===== config.mk =====
export PLATFORM = sky130hd
export DESIGN_NAME = output_handler
export DESIGN_NICKNAME = d
export VERILOG_FILES = /design/src/rtl/output_handler_pkg.sv /design/src/rtl/output_handler.sv
export SDC_FILE = /design/constraint.sdc
export NUM_CORES = 1
export LEC_CHECK = 0
export ABC_AREA = 1
export BUFFER_PORTS_ARGS = -buffer_cell sky130_fd_sc_hd__buf_2
export CORE_ASPECT_RATIO = 0.75
export CORE_MARGIN = 10
export CORE_UTILIZATION = 60
export DETAILED_ROUTE_END_ITERATION = 12
export HOLD_SLACK_MARGIN = 0.05
export PLACE_DENSITY = 0.82
export SYNTH_ARGS = -nofsm -noshare
export SYNTH_HDL_FRONTEND = slang
export SYNTH_SLANG_ARGS = --single-unit

===== constraint.sdc =====
create_clock -name clk -period 4.7 [get_ports clk]
set_input_delay 0.47 -clock clk [delete_from_list [all_inputs] [get_ports clk]]
set_output_delay 0.47 -clock clk [all_outputs]
set_load 0.01 [all_outputs]

===== src/rtl/output_handler_pkg.sv =====
// Shared protocol definitions for the UART framing blocks (input_handler / output_handler):
// sync byte, command codes, FSM states and byte phases.
package output_handler_pkg;

  localparam logic [7:0] SYNC_BYTE_DEFAULT = 8'hA5;

  localparam logic [7:0] CMD_HASH_START  = 8'h01;
  localparam logic [7:0] CMD_DIGEST      = 8'h02;
  localparam logic [7:0] CMD_STATUS      = 8'h03;
  localparam logic [7:0] CMD_ERROR       = 8'hEE;

  typedef enum logic [2:0] {
    ST_IDLE,
    ST_SEND,
    ST_WAIT_BUSY,
    ST_WAIT_IDLE,
    ST_FINISH
  } state_e;

  typedef enum logic [2:0] {
    PH_SYNC,
    PH_CMD,
    PH_LEN,
    PH_DATA,
    PH_CSUM
  } phase_e;

  function automatic logic [7:0] clamp_len(input logic [7:0] len, input logic [7:0] max_len);
    return (len > max_len) ? max_len : len;
  endfunction

endpackage


===== src/rtl/output_handler.sv =====
// Serialises a result buffer as SYNC, command, length, payload [, checksum] onto a UART
// with one byte in flight. Optional checksum byte enabled by OUTPUT_HANDLER_CHECKSUM_EN.
module output_handler
  import output_handler_pkg::*;
#(
  parameter int unsigned DATA_BYTES  = 32,
  parameter logic [7:0]  SYNC_BYTE   = SYNC_BYTE_DEFAULT,
  parameter int unsigned ACK_TIMEOUT = 15
) (
  input  logic                    clk,
  input  logic                    rst,
  input  logic                    send,
  input  logic [7:0]              command,
  input  logic [7:0]              data_len,
  input  logic [8*DATA_BYTES-1:0] buffer,
  input  logic                    is_transmitting,
  output logic                    transmit,
  output logic [7:0]              tx_byte,
  output logic                    busy,
  output logic                    done,
  output logic                    tx_error
);

  localparam int unsigned BW      = 8 * DATA_BYTES;
  localparam int unsigned TW      = $clog2(ACK_TIMEOUT + 1);
  localparam logic [TW-1:0] TMO_MAX = TW'(ACK_TIMEOUT);
  localparam logic [7:0]  MAX_LEN = 8'(DATA_BYTES);

  state_e          state_q, state_d;
  phase_e          phase_q, phase_d;
  logic [7:0]      cmd_q, cmd_d;
  logic [7:0]      len_q, len_d;
  logic [7:0]      rem_q, rem_d;
  logic [BW-1:0]   buf_q, buf_d;
  logic [TW-1:0]   tmo_q, tmo_d;
  logic            transmit_q, transmit_d;
  logic [7:0]      tx_byte_q, tx_byte_d;
  logic            tx_error_q, tx_error_d;
`ifdef OUTPUT_HANDLER_CHECKSUM_EN
  logic [7:0]      csum_q, csum_d;
`endif

  logic [7:0]      cur_byte;
  logic            last_byte;
  logic            advance;
  logic [TW-1:0]   tmo_inc;
  logic [7:0]      len_clamped;

  always_ff @(posedge clk) begin
    if (rst) begin
      state_q    <= ST_IDLE;
      phase_q    <= PH_SYNC;
      cmd_q      <= '0;
      len_q      <= '0;
      rem_q      <= '0;
      buf_q      <= '0;
      tmo_q      <= '0;
      transmit_q <= 1'b0;
      tx_byte_q  <= '0;
      tx_error_q <= 1'b0;
`ifdef OUTPUT_HANDLER_CHECKSUM_EN
      csum_q     <= '0;
`endif
    end else begin
      state_q    <= state_d;
      phase_q    <= phase_d;
      cmd_q      <= cmd_d;
      len_q      <= len_d;
      rem_q      <= rem_d;
      buf_q      <= buf_d;
      tmo_q      <= tmo_d;
      transmit_q <= transmit_d;
      tx_byte_q  <= tx_byte_d;
      tx_error_q <= tx_error_d;
`ifdef OUTPUT_HANDLER_CHECKSUM_EN
      csum_q     <= csum_d;
`endif
    end
  end

  // Byte currently addressed by the phase pointer; payload always sits in the top byte.
  always_comb begin
    cur_byte = '0;
    unique case (phase_q)
      PH_SYNC: cur_byte = SYNC_BYTE;
      PH_CMD:  cur_byte = cmd_q;
      PH_LEN:  cur_byte = len_q;
      PH_DATA: cur_byte = buf_q[BW-1 -: 8];
`ifdef OUTPUT_HANDLER_CHECKSUM_EN
      PH_CSUM: cur_byte = csum_q;
`endif
      default: cur_byte = '0;
    endcase
`ifdef OUTPUT_HANDLER_CHECKSUM_EN
    last_byte = (phase_q == PH_CSUM);
`else
    last_byte = ((phase_q == PH_LEN) && (len_q == 8'd0)) ||
                ((phase_q == PH_DATA) && (rem_q == 8'd1));
`endif
  end

  always_comb begin
    state_d     = state_q;
    phase_d     = phase_q;
    cmd_d       = cmd_q;
    len_d       = len_q;
    rem_d       = rem_q;
    buf_d       = buf_q;
    tmo_d       = tmo_q;
    transmit_d  = 1'b0;
    tx_byte_d   = tx_byte_q;
    tx_error_d  = tx_error_q;
`ifdef OUTPUT_HANDLER_CHECKSUM_EN
    csum_d      = csum_q;
`endif
    advance     = 1'b0;
    tmo_inc     = tmo_q + 1'b1;
    len_clamped = clamp_len(data_len, MAX_LEN);

    unique case (state_q)
      ST_IDLE: begin
        if (send) begin
          cmd_d      = command;
          len_d      = len_clamped;
          buf_d      = buffer;
          rem_d      = '0;
          phase_d    = PH_SYNC;
          tx_error_d = 1'b0;
`ifdef OUTPUT_HANDLER_CHECKSUM_EN
          csum_d     = command ^ len_clamped;
`endif
          state_d    = ST_SEND;
        end
      end
      ST_SEND: begin
        if (!is_transmitting) begin
          transmit_d = 1'b1;
          tx_byte_d  = cur_byte;
          tmo_d      = '0;
          state_d    = ST_WAIT_BUSY;
        end
      end
      ST_WAIT_BUSY: begin
        if (is_transmitting) begin
          state_d = ST_WAIT_IDLE;
        end else begin
          tmo_d = tmo_inc;
          if (tmo_inc == TMO_MAX) begin
            tx_error_d = 1'b1;
            advance    = 1'b1;
          end
        end
      end
      ST_WAIT_IDLE: begin
        if (!is_transmitting) advance = 1'b1;
      end
      ST_FINISH: state_d = ST_IDLE;
      default:   state_d = ST_IDLE;
    endcase

    // Both completion paths (ack seen, or timeout) share one pointer-advance step.
    if (advance) begin
      state_d = last_byte ? ST_FINISH : ST_SEND;
      unique case (phase_q)
        PH_SYNC: phase_d = PH_CMD;
        PH_CMD:  phase_d = PH_LEN;
        PH_LEN: begin
          rem_d   = len_q;
          phase_d = (len_q == 8'd0) ? PH_CSUM : PH_DATA;
        end
        PH_DATA: begin
`ifdef OUTPUT_HANDLER_CHECKSUM_EN
          csum_d = csum_q ^ buf_q[BW-1 -: 8];
`endif
          buf_d = buf_q << 8;
          rem_d = rem_q - 8'd1;
          if (rem_q == 8'd1) phase_d = PH_CSUM;
        end
        default: phase_d = phase_q;
      endcase
    end
  end

  always_comb begin
    busy     = (state_q == ST_SEND) || (state_q == ST_WAIT_BUSY) || (state_q == ST_WAIT_IDLE);
    done     = (state_q == ST_FINISH);
    transmit = transmit_q;
    tx_byte  = tx_byte_q;
    tx_error = tx_error_q;
  end

endmodule


== Word-level counts from Yosys, hierarchy flattened ==
Cells that the tools add are included.
Word-level totals
  logic and storage cells: 82
  input bits: 276
  output and inout port bits: 12
  bits in registers: 300
Cells by class
  reductions and logical operators: 16
  add/sub/neg operators: 2
  $lt $le $gt $ge: 1
  eq/ne operators: 18
  multiplexer cells: 33
  bitwise operators: 2
Operators with widths (count)
  $mux 256: 4
  $mux 8: 4
  $pmux 8 s4: 1
  $mux 3: 10
  $pmux 3 s4: 2
  $pmux 8 s2: 1
  $eq 3x2->1 const B: 4
  $ne 2x2->1 const B: 5
  $ne 3x3->1 const B: 3
  $eq 8x1->1 const B: 1
  $gt 8x6->1 const B: 1
  $logic_not 8->1: 1
  $mux 4: 2
  $pmux 4 s2: 1
  $reduce_and 4->1: 2
  $sub 8x1->8 const B: 1
  $eq 3x1->1 const B: 2
  $logic_not 3->1: 2
  $mux 1: 6
  $ne 5x1->1 const B: 1
  $add 4x1->4 const B: 1
  $eq 4x4->1 const B: 1
  $pmux 1 s2: 2
  $reduce_and 2->1: 2
  other kinds (7): 12

== Longest topological paths before layout ==
  depth after elaboration: 7
  depth in mapped cells: 14

== Worst setup path after synthesis ==
Ideal clock, no wire load.
  path type: register to register
  start point: register tmo_q[1]
  end point: register buf_q[150]
  stages on the path, launching flop included: 15
  arrival: 1.699 ns
  data required time: 4.584 ns
  setup time: 0.116 ns
  path slack: 2.885 ns
  cell sequence: dfxtp_1 > ha_1 > inv_1 > nand2_1 > nand2_1 > nor2_2 > nand3_4 > nand2_4 > inv_4 > nor2_8 > inv_2 > buf_6 > buf_6 > nor2_1 > nor2_1
Between the ends
  word-level cells in the longest chain between the ends: 6
Ends and longest elaborated chain
  from (decl): line output_handler.sv:35  | logic [TW-1:0] tmo_q, tmo_d;
  from (signal assigned): line output_handler.sv:71  | tmo_q <= tmo_d;
  $add 4x1->4: line output_handler.sv:117  | tmo_inc = tmo_q + 1'b1;
  $eq 4x4->1: line output_handler.sv:148  | if (tmo_inc == TMO_MAX) begin
  $mux 1: line output_handler.sv:148
  $mux 1: line output_handler.sv:144  | if (is_transmitting) begin
  $pmux 1 s2: line output_handler.sv:120  | unique case (state_q)
  $mux 256: line output_handler.sv:162  | if (advance) begin
  to (signal assigned): line output_handler.sv:70  | buf_q <= buf_d;
  to (decl): line output_handler.sv:34  | logic [BW-1:0] buf_q, buf_d;
No other way between the ends.
A chain may end at the register's enable or synchronous reset.

== Worst setup path after layout ==
  start point: register tmo_q[1]
  end point: register buf_q[169]
Same word-level chain as after synthesis.

==> results.md <==
* Status: completed
* Slowest-stage cell, CP: buf_12
* Yosys reg bits at 300
* Synth Area in Simple Gates at 37.0%
* Setup TNS at 0 ps
* Die height at 155 um
* Initial antenna violation count at 0
* Post-DRT Antenna Nets at 0
* Total GRT Usage at 25.7%
* RR Endpoint: buf_q[169]
* Slew Viols, Final at 0
* Cells on Worst Hold Path at 3
* # clock sinks at 300
* Post-CTS Hold Buffers at 0
* Yosys cell types at 33
* Tightest Pin Transition at 1310 ps
* Drt drc at 0
* CP Class: reg -> reg
* Final Hold Viols at 0
* Gpl congestion at slightly above 0.9
* Worst R2R Start: tmo_q[1]
* CTS max path bufs at 3
* Resized Gates After CTS at 0
* Layout cells sized above 1 at 14.5%
* Uppermost layer routed: met4
* Synth warnings at 0
* Synth Net Count at 2537
* Cell area after synthesis at 0.0145 mm^2
* FF/Latch Area at around 0.006 mm^2
* Port bufs at 287
* Syn Area/Cell at between 6 and 7 um^2
* Synth Area in XOR/XNOR at less than 1%
* Critical Path End Type: flip-flop
* Lkg Pwr at 0.00892 uW
* Met2 wire length at 18.5 mm
* WHS at between 150 and 200 ps
* Fin nets at 2714
* Area of the multi-input gates at 0.00726 mm^2
* Met3 WL at 3.16 mm
* Top cells by instance count after synthesis: nand2_1 (822), nor2_1 (537), dfxtp_1 (300)
* CTS root buffer: clkbuf_16
* Largest family of logic cells by synthesized area: simple AND/OR/NAND/NOR gates
* Critical path, cell by cell: ha_1, inv_1, nand2_1, nand2_1, nor2_2, nand3_4, nand2_4, inv_4, nor2_8, buf_12, o21ai_0, nor2_1
* EDFF count, synth at 0
* Worst-path fanout max at 248
* Starting DRT DRC Count at 1434
* Top FF cell, synth: dfxtp_1
* WL/cell at 15.2 um
* Hold WC Path Type: in -> reg
* CORE AREA at 0.0239 mm^2
* Die area at 0.0309 mm^2
* Post-synthesis compound-gate area fraction at between 10 and 15%
* RSZ-0062 raised after global routing: false
* Final setup fails at 0
* H-tree Lvls at 1
* Total grt overflow at 0
* Layout area overhead at 12.9%
* Fin crit period at ~3000 ps
* Synth area leader: dfxtp_1
* FFs w/ async S/R, synth at 0%
* Register area share after synthesis at 41.4%
* Number of global-route vias before repair at about 13000
* Largest net degree at the start of global routing at 281
* Worst rel slew slack at 12.9%
* Clock transition at path regs at around 60 ps
* First-pass GRT wire length at around 67 mm
* TritonRoute pass-1 iters at 5
* Crit-path leading delay family: simple AND/OR/NAND/NOR gates
* Cell with the most instances after synthesis: nand2_1
* FP Rows at 49
* Maxcap violations at 0
* Vias per cell at 5.22
* Clock Latency Late Sink at between 500 and 600 ps
* Num CTS Buffers at 29
* Fmax at 336 MHz
* Worst path arrival time at 3440 ps
* HPWL after detailed placement at 27.4 mm
* Share of the synthesized area in the top cell type at 41.4%
* Critical path required time at 5170 ps
* Crit path depth at 12
* Fill count at about 2200
* FF-to-FF path depth at 12
* CTS tree: done
* Startpoint types: flip-flop
* Met1 wire length at 19.6 mm
* Max IR drop VDD at 0.257 mV
* Worst setup path endpoint: buf_q[169]
* Clock skew at 9.32 ps
* R2R setup slack at between 1500 and 2000 ps
* Vias at around 14000
* Ports at 288
* Top post-synthesis cells by area: dfxtp_1 (41%), nand2_1 (21%), nor2_1 (14%)
* Count of mapped cells out of synthesis at 2257
* Pwr Density at between 400 and 500 mW/mm^2
* Routed WL at ~42 mm
* WP buf/inv at 3
* Multiplexer share of the synthesized area at 0.552%
* Setup Fix Bufs, Post-CTS at 0
* DIE WIDTH at 200 um
* Initial core utilization at ~61%
* Post-Synth Adder-Cell Area at 0.345%
* Max incr delay on CP at a little over 600 ps
* Crit path launch: tmo_q[1]
* Most used cell, CP: nand2_1
* Period utilisation layout at 63.2%
==> layout make-up <==
cell class,instances,share of cell area (%)
tap,306,2.34
timing repair buffer,295,9.36
multi-input combinational,1756,44.3
antenna,1,0.0153
clock buffer,43,5.24
sequential,300,36.7
inverter,52,1.33
clock inverter,9,0.779
==> placed cells by master, fill, tap and decap left out, types with 5 or more instances in the layout <==
master and count:
o21ai_0 82, clkbuf_16 29, mux2i_1 8, a21oi_1 44
clkbuf_1 6, nand2_1 822, inv_1 47, clkbuf_8 8
buf_2 287, nor2_1 537, buf_4 5, dfxtp_1 300
nand3_1 24, o21ai_1 204
==> layer usage <==
metal	vias to the layer above	GRT usage, %
li1	7401	-
met1	6463	37.4
met2	495	39.0
met3	66	3.82
met4	0	5.65
met5	-	0
==> tightest hold or removal path, delay by kind of cell <==
family / cells / cell delay, ps
buffers and inverters: 1 / 70
and+or+nand+nor: 2 / 120
==> metrics by stage <==
| stage | worst slack, ps | util (%) | cells | instance area [um^2] | power [uW] |
|---|---|---|---|---|---|
| 3_3_place_gp | 1980 | 64.4 | 2709 | 15400 | 4930 |
| 3_5_place_dp | 1930 | 64.4 | 2709 | 15400 | 4970 |
| 2_1_floorplan | 2880 | - | 2257 | 14500 | 4560 |
| 5_1_grt | 1580 | 68.5 | 2761 | 16400 | 7800 |
| 6_report | 1730 | 68.5 | 2762 | 16400 | 7380 |
| 4_1_cts | 1910 | 68.5 | 2761 | 16400 | 7390 |
==> kinds of logic after synthesis <==
group	Yosys count
fa+ha+maj	4
mux	8
flops	300
compound gates	342
xor+xnor	1
simple gates	1401
buf+inv	201
==> how the worst min path moves through the flow <==
stage	start	slack, ps	endpoint
after detailed placement	cmd_q[1]	450	cmd_q[1]
after global routing	command[2]	160	cmd_q[2]
after global placement	cmd_q[4]	440	cmd_q[4]
after floorplan	cmd_q[1]	430	cmd_q[1]
final	command[2]	170	cmd_q[2]
after CTS	command[2]	150	cmd_q[2]
==> state kept, by name, summed over array words and instances (netlist names) <==
signal	flops
buf_q	256
cmd_q	8
len_q	8
phase_q	3
rem_q	8
state_q	3
tmo_q	4
transmit	1
tx_byte	8
tx_error	1
==> power breakdown <==
group	total (uW)	leakage (uW)	internal (uW)	switching [uW]
Combinational	1770	0.00598	619	1150
Sequential	3180	0.00246	2940	244
Clock	2420	0.000489	1420	997
Total	7380	0.00892	4980	2390
Note: power is estimated with default switching activity, not from simulation.
